**src/rtl/regu_pkg.sv**
```systemverilog
// Shared fp32 definitions for the regulation interlock datapath.
package regu_pkg;

    localparam int SIGN_BIT = 31;
    localparam int EXP_MSB  = 30;
    localparam int EXP_LSB  = 23;
    localparam int MANT_W   = 23;
    localparam int EXP_BIAS = 127;
    localparam logic [7:0] EXP_MAX = 8'hFF;

    localparam logic [30:0] MAG_QNAN = 31'h7FC00000;
    localparam logic [30:0] MAG_INF  = 31'h7F800000;

    typedef struct packed {
        logic        sign;
        logic [7:0]  exp;
        logic [22:0] mant;
    } fp32_t;

    function automatic logic is_nan(input fp32_t f);
        return (f.exp == EXP_MAX) && (f.mant != '0);
    endfunction

    function automatic logic is_inf(input fp32_t f);
        return (f.exp == EXP_MAX) && (f.mant == '0);
    endfunction

    function automatic fp32_t flush_denorm(input fp32_t f);
        fp32_t r;
        r = f;
        if (f.exp == '0)
            r.mant = '0;
        return r;
    endfunction

endpackage

```
**src/rtl/fp32_abs_sub.sv**
```systemverilog
// |a - b| for fp32: alignment and add/sub registered, then normalize and round to nearest-even.
// Denormal operands flush to zero, and a result that would be denormal also flushes to zero.
module fp32_abs_sub
    import regu_pkg::*;
(
    input  logic        clk,
    input  logic        rst,
    input  logic [31:0] a,
    input  logic [31:0] b,
    output logic [30:0] mag,
    output logic        nan
);

    fp32_t       fa, fb;
    logic        eff_sub, swap;
    logic [7:0]  ex, ey, d;
    logic [23:0] mx, my;
    logic [4:0]  d_c;
    logic [53:0] y_sh;
    logic [26:0] y_al;
    logic [27:0] sum_d;
    logic        nan_d, inf_d;

    assign fa = flush_denorm(fp32_t'(a));
    assign fb = flush_denorm(fp32_t'(b));

    // Only the magnitude matters, so work on |x| +/- |y| with x the larger operand.
    assign eff_sub = (fa.sign == fb.sign);
    assign swap    = {fb.exp, fb.mant} > {fa.exp, fa.mant};
    assign ex      = swap ? fb.exp : fa.exp;
    assign ey      = swap ? fa.exp : fb.exp;
    assign mx      = swap ? {fb.exp != '0, fb.mant} : {fa.exp != '0, fa.mant};
    assign my      = swap ? {fa.exp != '0, fa.mant} : {fb.exp != '0, fb.mant};
    assign d       = ex - ey;
    assign d_c     = (d > 8'd27) ? 5'd27 : d[4:0];
    assign y_sh    = {my, 30'b0} >> d_c;
    assign y_al    = {y_sh[53:28], y_sh[27] | (|y_sh[26:0])};
    assign sum_d   = eff_sub ? ({1'b0, mx, 3'b000} - {1'b0, y_al})
                             : ({1'b0, mx, 3'b000} + {1'b0, y_al});
    assign nan_d   = is_nan(fa) | is_nan(fb) | (is_inf(fa) & is_inf(fb) & eff_sub);
    assign inf_d   = is_inf(fa) | is_inf(fb);

    logic [27:0] sum_q;
    logic [7:0]  exp_q;
    logic        nan_q, inf_q;

    always_ff @(posedge clk or posedge rst) begin
        if (rst) begin
            sum_q <= '0;
            exp_q <= '0;
            nan_q <= 1'b0;
            inf_q <= 1'b0;
        end else begin
            sum_q <= sum_d;
            exp_q <= ex;
            nan_q <= nan_d;
            inf_q <= inf_d;
        end
    end

    logic [4:0]        lz;
    logic [26:0]       norm;
    logic signed [9:0] e_n, e_r;
    logic              round_up;
    logic [24:0]       mant_r;
    logic [22:0]       frac;

    always_comb begin
        lz = '0;
        for (int i = 0; i < 27; i++)
            if (sum_q[i])
                lz = 5'(26 - i);
        if (sum_q[27]) begin
            norm = {sum_q[27:2], sum_q[1] | sum_q[0]};
            e_n  = $signed({2'b00, exp_q}) + 10'sd1;
        end else begin
            norm = sum_q[26:0] << lz;
            e_n  = $signed({2'b00, exp_q}) - $signed({5'b00000, lz});
        end
        round_up = norm[2] & (norm[3] | norm[1] | norm[0]);
        mant_r   = {1'b0, norm[26:3]} + {24'b0, round_up};
        e_r      = mant_r[24] ? e_n + 10'sd1 : e_n;
        frac     = mant_r[24] ? mant_r[23:1] : mant_r[22:0];
        if (nan_q)
            mag = MAG_QNAN;
        else if (inf_q)
            mag = MAG_INF;
        else if (sum_q == '0 || e_r <= 10'sd0)
            mag = '0;
        else if (e_r >= 10'sd255)
            mag = MAG_INF;
        else
            mag = {e_r[7:0], frac};
    end

    assign nan = nan_q;

endmodule

```
**src/rtl/regu.sv**
```systemverilog
// Regulation interlock: flags |data - set_point| > |diff| and latches a fault after
// more than i_delay consecutive violating cycles while monitoring is enabled.
module regu
    import regu_pkg::*;
#(
    parameter int CNT_W = 32
) (
    input  logic        i_clk,
    input  logic        i_rst,
    input  logic        i_clr,
    input  logic        i_regu_en,
    input  logic [31:0] i_set_point,
    input  logic [31:0] i_data,
    input  logic [31:0] i_diff,
    input  logic [31:0] i_delay,
    output logic        o_over,
    output logic        o_fault
);

    logic [31:0] data_q, set_q;
    logic [30:0] diff_q, diff_q2;
    logic        unused_diff_sign;

    // The tolerance is a magnitude; its sign bit is dropped at the input register.
    assign unused_diff_sign = i_diff[31];

    always_ff @(posedge i_clk or posedge i_rst) begin
        if (i_rst) begin
            data_q  <= '0;
            set_q   <= '0;
            diff_q  <= '0;
            diff_q2 <= '0;
        end else begin
            data_q  <= i_data;
            set_q   <= i_set_point;
            diff_q  <= i_diff[30:0];
            diff_q2 <= diff_q;
        end
    end

    logic [30:0] err_mag;
    logic        err_nan;

    fp32_abs_sub u_abs_sub (
        .clk (i_clk),
        .rst (i_rst),
        .a   (data_q),
        .b   (set_q),
        .mag (err_mag),
        .nan (err_nan)
    );

    fp32_t       diff_f;
    logic [30:0] diff_mag;
    logic        over_d;

    assign diff_f   = fp32_t'({1'b0, diff_q2});
    assign diff_mag = (diff_f.exp == '0) ? '0 : diff_q2;
    assign over_d   = err_nan | is_nan(diff_f) | (err_mag[30:23] == EXP_MAX) | (err_mag > diff_mag);

    logic [CNT_W-1:0] cnt;
    logic [CNT_W-1:0] delay_ext;

    assign delay_ext = CNT_W'(i_delay);

    always_ff @(posedge i_clk or posedge i_rst) begin
        if (i_rst) begin
            o_over  <= 1'b0;
            cnt     <= '0;
            o_fault <= 1'b0;
        end else begin
            o_over <= over_d;
            if (i_clr || !i_regu_en || !o_over)
                cnt <= '0;
            else if (cnt != '1)
                cnt <= cnt + CNT_W'(1);
            // Clear takes priority over a simultaneous set condition.
            if (i_clr)
                o_fault <= 1'b0;
            else if (i_regu_en && o_over && cnt >= delay_ext)
                o_fault <= 1'b1;
        end
    end

endmodule

```
**config.mk**
```make
export PLATFORM = sky130hd
export DESIGN_NAME = regu
export DESIGN_NICKNAME = d
export VERILOG_FILES = /design/src/rtl/regu_pkg.sv /design/src/rtl/fp32_abs_sub.sv /design/src/rtl/regu.sv
export SDC_FILE = /design/constraint.sdc
export NUM_CORES = 1
export LEC_CHECK = 0
export ABC_AREA = 1
export CORE_ASPECT_RATIO = 0.8
export CORE_MARGIN = 4
export CORE_UTILIZATION = 45
export DETAILED_ROUTE_END_ITERATION = 8
export GPL_TIMING_DRIVEN = 0
export SYNTH_ARGS = -nofsm -noshare
export SYNTH_HDL_FRONTEND = slang
export SYNTH_SLANG_ARGS = --single-unit
```
**constraint.sdc**
```tcl
create_clock -name i_clk -period 7.9 [get_ports i_clk]
set_input_delay 1.185 -clock i_clk [delete_from_list [all_inputs] [get_ports i_clk]]
set_output_delay 1.185 -clock i_clk [all_outputs]
set_load 0.05 [all_outputs]
```
==> results of run 1 <==
report_power, final:
group / switching, uW / internal, uW / leakage, uW / total, uW
clock network: 507 / 455 / 0.000321 / 962
logic: 2000 / 1040 / 0.00839 / 3040
registers: 121 / 1100 / 0.00239 / 1220
cells in the final DEF, fill, tap and decap left out, types with 88 or more instances in the layout:
cell and instances:
o21ai_0 112, nor2_1 201, ha_1 142, a21oi_1 119
dfrtp_1 195, inv_1 337, clkdlybuf4s50_1 132, nand3_1 313
nand2_1 665, buf_4 88
layout make-up:
type | instances | area [um2] | area share, %
Tap cell | 536 | 671 | 2.94
Clock inverter | 15 | 241 | 1.06
Multi-Input combinational cell | 2097 | 12400 | 54.1
Sequential cell | 198 | 4960 | 21.7
Clock buffer | 17 | 425 | 1.86
Buffer | 85 | 601 | 2.63
Timing Repair Buffer | 230 | 2180 | 9.53
Inverter | 370 | 1420 | 6.21
path summary, 6_finish.rpt:
check,endpoint,slack (ps)
min in group asynchronous,cnt[14],1230
setup / recovery,u_abs_sub.sum_q[26],90
max in group asynchronous,data_q[27],5710
setup reg to reg,u_abs_sub.sum_q[26],90
hold / removal,diff_q2[12],350
hold reg to reg,diff_q2[12],350
per-stage QoR:
| stage | instances | hold slack, ps | setup slack (ps) | power, uW | setup TNS (ps) |
|---|---|---|---|---|---|
| 3_3_place_gp | 3421 | 334 | -2430 | 3850 | -226010 |
| 5_1_grt | 3548 | 363 | -303 | 5590 | -1310 |
| 3_5_place_dp | 3422 | 335 | -2500 | 3870 | -40220 |
| 6_report | 3548 | 354 | 86.6 | 5220 | 0 |
| 2_1_floorplan | 2753 | 331 | 597 | 3030 | 0 |
| 4_1_cts | 3494 | 358 | 1.91 | 4940 | 0 |
layer usage:
| metal | part of all wire, % | vias up | wire, um | global-route usage, % |
|---|---|---|---|---|
| li1 | - | 9634 | - | - |
| met1 | 45 | 9537 | 30900 | 45.2 |
| met2 | 42 | 1018 | 28500 | 43.2 |
| met3 | 10 | 129 | 7170 | 7.69 |
| met4 | 2.7 | 0 | 1880 | 8.60 |
| met5 | 0 | - | 0 | 0 |
sequential cells by signal, summed over array words and instances, names as in the netlist:
name and count:
o_over 1, u_abs_sub.nan 1, o_fault 1, u_abs_sub.sum_q 28, diff_q 31, set_q 32
cnt 32, u_abs_sub.exp_q 8, diff_q2 31, u_abs_sub.inf_q 1, data_q 32
logic make-up (layout without fill, tap and decap cells):
family / Yosys count / in the layout
AO/OA/AOI/OAI: 378 / 378
XOR/XNOR: 56 / 56
adder cells (fa/ha/maj): 155 / 155
buffers and inverters: 458 / 717
flip-flops: 198 / 198
AND/OR/NAND/NOR: 1508 / 1508
repair_timing:
action,4_1_cts,5_1_grt
gates cloned,0,4
pin swaps,33,96
setup endpoints to repair,28,20
gates resized for setup,104,263
setup buffers,41,57
==> metrics.txt, run 1 <==
H-tree depth 4; Yosys reg bits 198; hold crit path type reg -> reg; first-pass GRT wire length 105000 um; compound-cell area share of the yosys netlist 11.9%; Ports 134; Worst Path Required 8290 ps; most common cell in the netlist nand2_1; startpoint types register; RSZ-0062 raised after global routing true; CP bufs+invs 9; Final setup viols 0; Simple-Gate Fraction of Synth Area 37.0%; Final HPWL DP 53800 um; post-synth top area share 27.3%; syn_nets 3040; XOR/XNOR share of the synthesized area 2.71%; Synth top cells by count nand2_1, nand3_1, inv_1; final worst path period need 7810 ps; Peak VDD IR 0.163 mV; Core Rows 65; critical path's largest stage delay 430 ps; top cells by area, synth dfrtp_1, nand2_1, ha_1; largest net degree at the start of global routing 111; Max clock buf depth 2; max_cap viols 0; kind of critical path reg -> reg; vias in the first global route 18910; Reg2Reg Depth 58; Achievable Freq 128 MHz; EDFF count, synth 0; cells after synthesis 2753; final core occ 57.7%; largest family of logic cells by synthesized area simple AND/OR/NAND/NOR gates; Overflow after GRT 0; die height 187 um; Antenna Cells 0; post-route clock period utilization 98.9%; cell area after layout 22800 um2; Max-slew headroom 26.9%; worst hold start diff_q[12]; share of cells above drive strength 1 15.0%; top_reg_cell synth dfrtp_1; average size of a mapped cell 6.58 um2; GRT Util Overall 30.3%; R2R Path Start set_q[25]; sequential area share after synthesis 27.3%; Leak 0.0111 uW; Most common cell on crit path nand3_2; Initial Util 45.7%; synthesized area 18100 um2; initial antenna violation count 1; area grow syn2layout 26.1%; DRC errors left 0; Crit. End Element register; final WL 68400 um; Hold Path Stages 0; PortBufs 132; PwrDens 228 nW/um2; Worst EP arrival 8200 ps; critical path depth 58; routed vias/inst 5.73; area leader, netlist dfrtp_1; Worst Clk Skew 14.8 ps; TritonCTS Buffers 17; Fill cells 3869; status completed; TritonCTS clock tree done; worst setup path startpoint set_q[25]; core area 39600 um2; Pre-Repair DR Iteration Count 7; Slew Limit Fails 0; via count 20318; multiplexer area fraction after synthesis 0%; die width 232 um; clock sinks 198; Routed Antenna Nets 0; Synth Warn # 0; CP top delay family simple AND/OR/NAND/NOR gates; CTS Hold Buffers Added 0; ys async rst share 100%; Clock Pin Slew Worst Setup and Hold Paths 90 ps; CP Max Fanout 5; final net count 3286; Worst-Skew Late Latency 470 ps; Placed Area 20100 um2; initial DRC count 2778; slowest CP cell dfrtp_1; Least-Margin Pin Slew 1090 ps; CTS Root Buffer Type clkbuf_16; final hold violations 0; Synth Area in Adders 10.8%; die area 43600 um2; Synth cell types 66; routed len/inst 19.3 um; Placer Congestion 1.02
Note: power is estimated with default switching activity, not from simulation.
==> run 2: changes to the inputs <==
--- a/config.mk
+++ b/config.mk
@@ -11,6 +11,8 @@
 export CORE_UTILIZATION = 45
 export DETAILED_ROUTE_END_ITERATION = 8
 export GPL_TIMING_DRIVEN = 0
+export MAX_ROUTING_LAYER = met4
+export SLEW_MARGIN = 15
 export SYNTH_ARGS = -nofsm -noshare
 export SYNTH_HDL_FRONTEND = slang
 export SYNTH_SLANG_ARGS = --single-unit
==> metrics.txt, run 2 (synthesis gave the netlist of run 1 again) <==
most frequent cells in the layout nand2_1, inv_1, nand3_1; CTS Hold Buffers Added 0; Worst-Skew Late Latency 480 ps; critical path depth 56; initial antenna violation count 0; TritonCTS clock tree done; Placer Congestion 1.06; status completed; kind of critical path reg -> reg; DRC errors left 0; first-pass GRT wire length 104000 um; via count 20088; die width 232 um; Routed Antenna Nets 0; Fill cells 3895; PwrDens 231 nW/um2; Antenna Cells 0; CP bufs+invs 10; die height 187 um; Ports 134; max_cap viols 0; Pre-Repair DR Iteration Count 8; RR Endpoint u_abs_sub.sum_q[27]; vias in the first global route 18680; critical path's largest stage delay 420 ps; final worst path period need 7760 ps; CP Max Fanout 7; Max clock buf depth 2; FF+latch area 4950 um2; Clock Pin Slew Worst Setup and Hold Paths 90 ps; slowest CP cell dfrtp_1; Peak VDD IR 0.181 mV; Worst Path Required 8250 ps; clock sinks 198; routed vias/inst 5.71; initial DRC count 2132; cell area after layout 22400 um2; Least-Margin Pin Slew 1060 ps; Final HPWL DP 53400 um; Max-slew headroom 28.5%; CTS Root Buffer Type clkbuf_16; Overflow after GRT 0; final hold violations 0; TritonCTS Buffers 17; Reg2Reg Depth 56; crit path capture u_abs_sub.sum_q[27]; die area 43600 um2; post-route clock period utilization 98.3%; Leak 0.0109 uW; startpoint types register; routed len/inst 19.3 um; hold crit path type reg -> reg; share of cells above drive strength 1 13.2%; H-tree depth 4; Worst Clk Skew 21.4 ps; worst setup path startpoint set_q[25]; Placed Area 20100 um2; Largest regs cnt: 32 flops, data_q: 32 flops, set_q: 32 flops; final core occ 56.6%; Final setup viols 0; final net count 3253; overall power 5180 uW; pre-CTS setup slack -2640 ps; Achievable Freq 129 MHz; commonest non-fill, non-tap cell in the layout nand2_1; largest net degree at the start of global routing 108; Crit. End Element register; PortBufs 132; slack of the critical path 137 ps; R2R Path Start set_q[25]; final WL 68000 um; Worst EP arrival 8120 ps; Slew Limit Fails 0; CP top delay family simple AND/OR/NAND/NOR gates; core area 39600 um2; Core Rows 65; multi-input logic area 12200 um2; Most common cell on crit path nand2_4; area grow syn2layout 23.8%; RSZ-0062 raised after global routing true; Initial Util 45.7%; Reg2Reg Setup Slack 140 ps; GRT Util Overall 31.1%; setup TNS 0 ps
[run 2: cell types whose count changed in the layout (fill, tap and decap cells not counted), sizes merged]
cell and change:
buf -36, clkbuf +3, clkinv -3, clkinvlp -1
inv +4
[run 2: worst min-delay path by stage]
stage / startpoint / end / slack (ps) / cells past startpoint
after detailed placement: diff_q[0] / diff_q2[0] / 330 / 0
after floorplan: diff_q[0] / diff_q2[0] / 330 / 0
after global placement: diff_q[7] / diff_q2[7] / 330 / 0
after CTS: diff_q[6] / diff_q2[6] / 350 / 0
after global routing: diff_q[6] / diff_q2[6] / 360 / 0
final: diff_q[6] / diff_q2[6] / 350 / 0
[run 2: through the flow]
stage                     std cells  hold WS [ps]
after CTS                      3488           354
after global placement         3421           335
after detailed placement       3422           335
final                          3515           350
after floorplan                2753           331
after global routing           3515           361
[run 2: layer usage]
| metal | part of all wire, % | track usage [%] |
|---|---|---|
| met1 | 46 | 45.3 |
| met2 | 41 | 42.6 |
| met3 | 10 | 8.08 |
| met4 | 3.0 | 8.48 |
| met5 | 0 | - |
[run 2: cell type report]
| type | instances | share of cell area (%) |
|---|---|---|
| Multi-Input combinational cell | 2097 | 54.6 |
| Sequential cell | 198 | 22.1 |
| Timing Repair Buffer | 197 | 8.52 |
| Inverter | 370 | 6.29 |
| Tap cell | 536 | 2.99 |
| Buffer | 85 | 2.61 |
| Clock buffer | 17 | 1.90 |
| Clock inverter | 15 | 1.05 |
[run 2: power by group]
part / switching, uW / internal, uW / total, uW
Sequential: 121 / 1100 / 1220
Clock: 524 / 458 / 982
Combinational: 1980 / 995 / 2980
[run 2: timing repair]
item,4_1_cts,5_1_grt
setup buffers,35,26
gates cloned,1,3
setup endpoints to repair,27,17
gates resized for setup,109,202
pin swaps,33,89
==> run 3: changes to the inputs <==
--- a/config.mk
+++ b/config.mk
@@ -5,14 +5,13 @@
 export SDC_FILE = /design/constraint.sdc
 export NUM_CORES = 1
 export LEC_CHECK = 0
-export ABC_AREA = 1
 export CORE_ASPECT_RATIO = 0.8
 export CORE_MARGIN = 4
 export CORE_UTILIZATION = 45
 export DETAILED_ROUTE_END_ITERATION = 8
 export GPL_TIMING_DRIVEN = 0
 export MAX_ROUTING_LAYER = met4
-export SLEW_MARGIN = 15
+export SLEW_MARGIN = 20
 export SYNTH_ARGS = -nofsm -noshare
 export SYNTH_HDL_FRONTEND = slang
 export SYNTH_SLANG_ARGS = --single-unit
==> metrics.txt, run 3 <==
max_cap viols 0; ys async rst share 100%; Max-slew headroom 7.65%; Achievable Freq 104 MHz; synthesized area 18000 um2; met2 usage 47.1%; final net count 2892; Crit. End Element register; Yosys reg bits 198; Slew Limit Fails 0; average size of a mapped cell 8.06 um2; final WL 78700 um; Least-Margin Pin Slew 1370 ps; met3 Usage GRT 13.8%; Largest regs cnt: 32 flops, data_q: 32 flops, set_q: 32 flops; Synth cell types 89; Most common cell on crit path a21o_1; post-route clock period utilization 122%; final hold violations 0; Max clock buf depth 2; clock sinks 198; PortBufs 132; cells after synthesis 2236; syn_nets 2523; TritonCTS Buffers 17; PwrDens 227 nW/um2; Leak 0.0108 uW; Final HPWL DP 59000 um; first-pass GRT wire length 117000 um; die area 43300 um2; DRC errors left 0; sequential area share after synthesis 27.5%; Synth top cells by count nand2_1, dfrtp_1, nor2_1; H-tree depth 4; startpoint types register; status complete, but fails checks; Overflow after GRT 0; Peak VDD IR 0.193 mV; Clock Pin Slew Worst Setup and Hold Paths 100 ps; most frequent cells in the layout nand2_1, buf_4, dfrtp_1; top_reg_cell synth dfrtp_1; Fill cells 3276; vias in the first global route 19368; Worst Path Required 8260 ps; Final setup viols 23; GR Util met1 51.4%; most common cell in the netlist nand2_1; CTS Root Buffer Type clkbuf_16; final std cells w/o fill 3156; routed vias/inst 6.45; final worst path period need 9650 ps; initial DRC count 2670; routed len/inst 24.9 um; area grow syn2layout 39.4%; failing checks setup timing; via count 20367; setup TNS -21030 ps; CP Max Fanout 8; largest net degree at the start of global routing 89; RSZ-0062 raised after global routing true; core area 39500 um2; Placer Congestion 1.06; Core Rows 65; initial antenna violation count 2; Worst Clk Skew 24.3 ps; Initial Util 45.6%; kind of critical path reg -> reg; hold crit path type reg -> reg; TritonCTS clock tree done; slowest CP cell a211oi_2; top cells by area, synth dfrtp_1, ha_1, nand2_1; Worst EP arrival 10020 ps; area leader, netlist dfrtp_1; EDFF count, synth 0; Synth Warn # 0; die height 187 um; post-synth top area share 27.5%; critical path's largest stage delay 470 ps; Worst-Skew Late Latency 490 ps; die width 232 um; share of cells above drive strength 1 26.1%; Pre-Repair DR Iteration Count 9; Ports 134; layer carrying the most global-route usage met1; slack of the critical path -1750 ps; Routed Antenna Nets 0; commonest non-fill, non-tap cell in the layout nand2_1; GRT Util Overall 35.7%; dpl cells 2906
==> run 3: cell types whose count changed in the layout (fill, tap and decap cells not counted), moves of 40 or more <==
cell and delta:
nand2_2 -40, nand2_1 -468, nand3_1 -260, buf_4 +126
mux2i_1 +51, inv_1 -212
==> run 3: path summary, 6_finish.rpt <==
path | startpoint | end | slack [ps] | cells after the start
setup / recovery | set_q[27] | u_abs_sub.sum_q[27] | -1750 | 46
hold / removal | diff_q[27] | diff_q2[27] | 350 | 0
setup reg to reg | set_q[27] | u_abs_sub.sum_q[27] | -1750 | 46
hold reg to reg | diff_q[27] | diff_q2[27] | 350 | 0
max in group asynchronous | i_rst | diff_q2[4] | 5790 | 4
min in group asynchronous | i_rst | cnt[5] | 1060 | 2
==> run 3: per-layer routing <==
metal	vias up	routed length [um]
met5	-	0
met4	0	2140
met3	235	11100
met2	1382	31400
met1	9806	34100
li1	8944	-
==> run 3: report_power, final <==
part           internal [uW]  switching [uW]  leakage (uW)
sequential              1100             157       0.00238
combinational           1460            2050       0.00811
clock                    440             484      0.000305
==> run 3: repair_timing <==
item                       4_1_cts  5_1_grt
hold buffers                     0        0
gates resized for setup        343      176
setup endpoints to repair       29       27
hold endpoints to repair         0        0
pin swaps                      128      106
gates cloned                     4        0
setup buffers                  165       58
==> run 3: cell type report <==
class                   instances  area [um2]  share of cell area, %
repair buffers                352        3230                   12.9
multi-input cells            1799       14400                   57.2
well taps                     536         671                   2.67
flip-flops and latches        198        4970                   19.8
diodes                          2        5.00                 0.0199
inverters                     136         523                   2.08
plain buffers                 101         707                   2.81
clock inverters                15         209                  0.832
clock buffers                  17         425                   1.69
==> run 3: cells by family (layout without fill, tap and decap cells) <==
logic type               Yosys count  in the layout  share of synthesized area, %
AND/OR/NAND/NOR                  787            787                          21.5
AO/OA/AOI/OAI                    664            664                          24.4
buffers and inverters            239            621                          5.30
flip-flops                       198            198                          27.5
adder cells (fa/ha/maj)          155            155                          10.8
multiplexers                      99             99                          5.92
XOR/XNOR                          94             94                          4.57
other                              0              2                             0
==> run 3: metrics by stage <==
step                setup WS [ps]  hold slack (ps)  total power (uW)  util (%)  instance area [um2]
finish                      -1750              348              5690      63.6                25100
global route                -1900              360              5940      63.5                25100
CTS                         -1720              352              5260      60.6                23900
detailed placement          -3790              335              3790      51.8                20500
global placement            -3910              333              3790      51.6                20400
floorplan                    -904              331              2950         -                18400
==> run 3: critical path: cells and delay by family, from the launching register on <==
family	cells	cell delay (ps)
AOI/OAI and AO/OA	25	4960
and+or+nand+nor	9	1680
adders and majority gates	2	530
buffers and inverters	8	1240
DFF	1	440
muxes	2	630
